**config.mk**
```make
export PLATFORM = sky130hd
export DESIGN_NAME = inst_queue
export DESIGN_NICKNAME = d
export VERILOG_FILES = /design/src/rtl/inst_queue.sv
export SDC_FILE = /design/constraint.sdc
export NUM_CORES = 1
export LEC_CHECK = 0
export ABC_AREA = 1
export BUFFER_PORTS_ARGS = -buffer_cell sky130_fd_sc_hd__buf_2
export CAP_MARGIN = 10
export CORE_UTILIZATION = 42
export CTS_CLUSTER_SIZE = 12
export DETAILED_ROUTE_END_ITERATION = 6
export PLACE_DENSITY = 0.6
export SLEW_MARGIN = 20
export SYNTH_ARGS = -nofsm -noshare
export SYNTH_HDL_FRONTEND = slang
export SYNTH_SLANG_ARGS = --single-unit
```
**constraint.sdc**
```tcl
create_clock -name clock -period 15.7 [get_ports clock]
set_input_delay 3.925 -clock clock [delete_from_list [all_inputs] [get_ports clock]]
set_output_delay 3.925 -clock clock [all_outputs]
set_load 0.01 [all_outputs]
```
**src/rtl/inst_queue.sv**
```systemverilog
// inst_queue: in-order instruction buffer between fetch and decode.
// Holds up to DEPTH (pc, inst) pairs in a circular buffer, hands the oldest
// entry to decode over valid/ready, and empties in one cycle on flush_i.
// Optional macro INST_QUEUE_BYPASS_EN: an empty queue forwards fetch straight
// to decode in the same cycle when decode is ready.
module inst_queue #(
  parameter int DEPTH = 4,
  parameter int PTR_W = 2
) (
  input  logic             clock,
  input  logic             reset,
  input  logic             valid_pre_i,
  output logic             ready_pre_o,
  input  logic [31:0]      pc_i,
  input  logic [31:0]      inst_i,
  output logic             valid_post_o,
  input  logic             ready_post_i,
  output logic [31:0]      pc_o,
  output logic [31:0]      inst_o,
  input  logic             flush_i,
  output logic [PTR_W:0]   count_o
);

  localparam logic [PTR_W:0]   FULL    = DEPTH[PTR_W:0];
  localparam logic [PTR_W:0]   CNT_ONE = {{PTR_W{1'b0}}, 1'b1};
  localparam logic [PTR_W-1:0] PTR_ONE = {{(PTR_W-1){1'b0}}, 1'b1};

  logic [31:0]      pc_mem   [DEPTH];
  logic [31:0]      inst_mem [DEPTH];
  logic [PTR_W-1:0] wptr;
  logic [PTR_W-1:0] rptr;
  logic [PTR_W:0]   count;

  logic not_empty;
  logic bypass;
  logic push;
  logic pop;

  // Handshake decode: ready depends only on registered occupancy, never on decode.
  always_comb begin
    not_empty   = (count != '0);
    ready_pre_o = (count != FULL);
    bypass      = 1'b0;
`ifdef INST_QUEUE_BYPASS_EN
    bypass      = !not_empty && valid_pre_i && ready_post_i && !flush_i;
`endif
    valid_post_o = (not_empty && !flush_i) || bypass;
    pop          = not_empty && !flush_i && ready_post_i;
    push         = valid_pre_i && ready_pre_o && !flush_i && !bypass;
    if (not_empty) begin
      pc_o   = pc_mem[rptr];
      inst_o = inst_mem[rptr];
    end else if (bypass) begin
      pc_o   = pc_i;
      inst_o = inst_i;
    end else begin
      pc_o   = '0;
      inst_o = '0;
    end
    count_o = count;
  end

  // Pointer and occupancy state; flush overrides any push or pop this cycle.
  always_ff @(posedge clock or posedge reset) begin
    if (reset) begin
      wptr  <= '0;
      rptr  <= '0;
      count <= '0;
    end else if (flush_i) begin
      wptr  <= '0;
      rptr  <= '0;
      count <= '0;
    end else begin
      if (push) wptr <= wptr + PTR_ONE;
      if (pop)  rptr <= rptr + PTR_ONE;
      case ({push, pop})
        2'b10:   count <= count + CNT_ONE;
        2'b01:   count <= count - CNT_ONE;
        default: count <= count;
      endcase
    end
  end

  // Entry storage: written on accepted push, left untouched by flush.
  always_ff @(posedge clock or posedge reset) begin
    if (reset) begin
      for (int k = 0; k < DEPTH; k++) begin
        pc_mem[k]   <= '0;
        inst_mem[k] <= '0;
      end
    end else if (push) begin
      pc_mem[wptr]   <= pc_i;
      inst_mem[wptr] <= inst_i;
    end
  end

endmodule

```
==> impl_metrics.toml <==
[status]
status = "completed"

[worst_hold_path]
holdCritStartpoint = "pc_mem[93]$_DFFE_PP0P_"
hold_path_end = "pc_mem[93]$_DFFE_PP0P_"
hold_class = "flip-flop to flip-flop"
min_path_cells = 2

[pwr]
p_int_mw = 1.836
pwr-share-comb_pct = 37.1
seq_power_share_pct = 38.2
ir_drop_mv = 0.1057
p_per_area_nw_per_um2 = 206.4
p_sw_share_pct = 37.61
switching_power_mw = 1.107
power_mw = 2.943
clkPwrFrac_pct = 24.7
power.leakage_nw = 6.914

[synth]
netlist.area_leader.share_pct = 51.65
syn-instance-count = 1445
yosys.area.top_type = "dfrtp_1"
yosysUniqueCellTypes = 27
synth_nets = 1519
netlist_area_um2 = 12740
yosys-top-cells-area = "dfrtp_1, o21ai_2, nand2_1, nor2_1, o21ai_0"
synth-seq-cells = 263
synth.avg_cell_area_um2 = 8.818
seq_area_frac_synth_pct = 51.65
ys_warn_count = 0

[drt]
drt_iter0_markers = 630
drt-total-wl_um = 30010
ant_nets = 0
drc = 0
dr.pass1.iters = 5
via_count = 9660
detail_route.wl_per_cell_um = 15.51
via_per_inst = 4.995

[final_layout]
area_growth_pct = 11.89
multi_input_area_um2 = 5080
drive_gt1_share_pct = 23.90
final_cells = 1934
fin_util_pct = 47.98
final-seq-area_um2 = 6586
nNetsFinal = 1594
fillers = 2882
diodes = 0

[die]
dieArea_um2 = 31040
core_um2 = 29720
die_w_um = 176.2
rows = 63
initial_core_util_pct = 42.88
ios = 138
die_y_um = 176.2

[cts]
cts_resized = 0
clk_latency_ps = 540
cts_sinks = 263
htreeDepth = 1
clk_pin_slew_ps = 50
cts_hold_buf = 0
cts_setup_buffers = 0
numCtsBuffers = 30
clock_tree.buffer_depth = 3
root_buffer = "clkbuf_16"
cts_tree = "yes"

[setup_path]
reg2reg_slack_ps = 12960
crit_family = "buffers and inverters"
crit_type = "input pin to output pin"
cpPeakStageDelay_ps = 230
cp-start-kind = "input pin"
slowest_stage = "a21oi_1"
endpoint_kind = "output pin"
crit_cells = 3
path_buf_inv = 2
critPathMaxFanout = 5
required_ps = 11770
cpMostUsedCell = "buf_2"
worstReg2RegEnd = "inst_mem[65]$_DFFE_PP0P_"
reg2reg_depth = 8
crit_path_cell_trace = "buf_2 > a21oi_1 > buf_2"
r2r-start = "count_o[0]$_DFFE_PP0P_"
cp.arrival_ps = 4500

[timing]
rsz0062_at_grt = "no"
max_freq_mhz = 118.7
fin_tns_setup_ps = 0
whs_ps = 472.7
finalHoldViolations = 0
slew_violations = 0
worst_pin_slew_ps = 1082
fin_skew_ps = 17.22
period_needed_ps = 8426
timing.slew.headroom_pct = 27.85
finalCritPeriodShare_pct = 53.67
setup_viol = 0

[grt]
track_usage_pct = 19.66
grt_pass1_wl_um = 49050
grt_max_degree = 148
grt_pass1_vias = 9319
antenna_found_initial = 1
overflow = 0

[job]
max_cap_viol_count = 0

[place]
dp_cells = 1878
dp_hpwl_um = 16120
gp_congestion = 0.7206
io_buffer_count = 137
## worst max-delay path by stage
| stage | start | end | slack [ps] |
|---|---|---|---|
| after global placement | flush_i | valid_post_o | 7290 |
| final | flush_i | valid_post_o | 7270 |
| after detailed placement | flush_i | valid_post_o | 7280 |
| after global routing | flush_i | valid_post_o | 7200 |
| after CTS | flush_i | valid_post_o | 7280 |
| after floorplan | reset | count_o[0]$_DFFE_PP0P_ | 4530 |
## per-layer routing
| metal | share of wire (%) | GRT usage, % |
|---|---|---|
| met5 | 0 | 0 |
| met4 | 1.7 | 4.094 |
| met3 | 4.4 | 2.885 |
| met2 | 46 | 32.69 |
| met1 | 48 | 27.21 |
## cells in the mapped netlist (all sizes together)
master / count
dfrtp: 263
o31ai: 1
a31oi: 1
clkbuf: 32
fa: 1
nand2: 279
nor2: 258
ha: 4
a21oi: 66
nand4: 1
buf: 72
o21ai: 388
inv: 75
nand3: 3
xnor2: 1
## placed cells by master (no fill, tap or decap), drive strengths merged
cell type / netlist / routed
a21oi: 66 / 66
a31oi: 1 / 1
buf: 72 / 147
bufinv: 0 / 4
clkbuf: 32 / 45
clkinv: 0 / 7
clkinvlp: 0 / 1
dfrtp: 263 / 263
fa: 1 / 1
ha: 4 / 4
inv: 75 / 74
nand2: 279 / 279
nand3: 3 / 3
nand4: 1 / 1
nor2: 258 / 258
o21ai: 388 / 388
o31ai: 1 / 1
xnor2: 1 / 1
## flip-flops by register name, summed over array words and instances, names as in the netlist
signal    flops
rptr          2
wptr          2
count_o       3
inst_mem    128
pc_mem      128
## worst min-delay path, stage by stage (launching register included)
cell,delay [ps]
dfrtp_1,330
nand2_1,60
o21ai_2,50
## stage by stage
| stage | area, um2 | setup WS (ps) |
|---|---|---|
| floorplan | 12740 | 4535 |
| global placement | 13220 | 7292 |
| detailed placement | 13220 | 7279 |
| CTS | 14260 | 7281 |
| global route | 14260 | 7198 |
| finish | 14260 | 7274 |
## cells by family after synthesis
logic type	synth area share, %
flip-flops	51.65
AO/OA/AOI/OAI	22.65
AND/OR/NAND/NOR	16.49
XOR/XNOR	0.06875
adder cells (fa/ha/maj)	0.5499
buffers and inverters	8.592
## power by group through the flow
stage	Clock, mW	Combinational (mW)	Sequential [mW]
detailed placement	0	1.10	1.13
global placement	0	1.09	1.12
finish	0.727	1.09	1.12
floorplan	0	0.828	1.09
CTS	0.744	1.11	1.12
global route	0.770	1.25	1.16
## area by class of cell
class	instances	area share [%]
Sequential cell	263	46.20
Multi-Input combinational cell	1003	35.63
Clock buffer	45	6.161
Timing Repair Buffer	147	5.423
Tap cell	390	3.423
Inverter	75	2.036
Clock inverter	11	1.132
(Power assumes the default switching activity.)
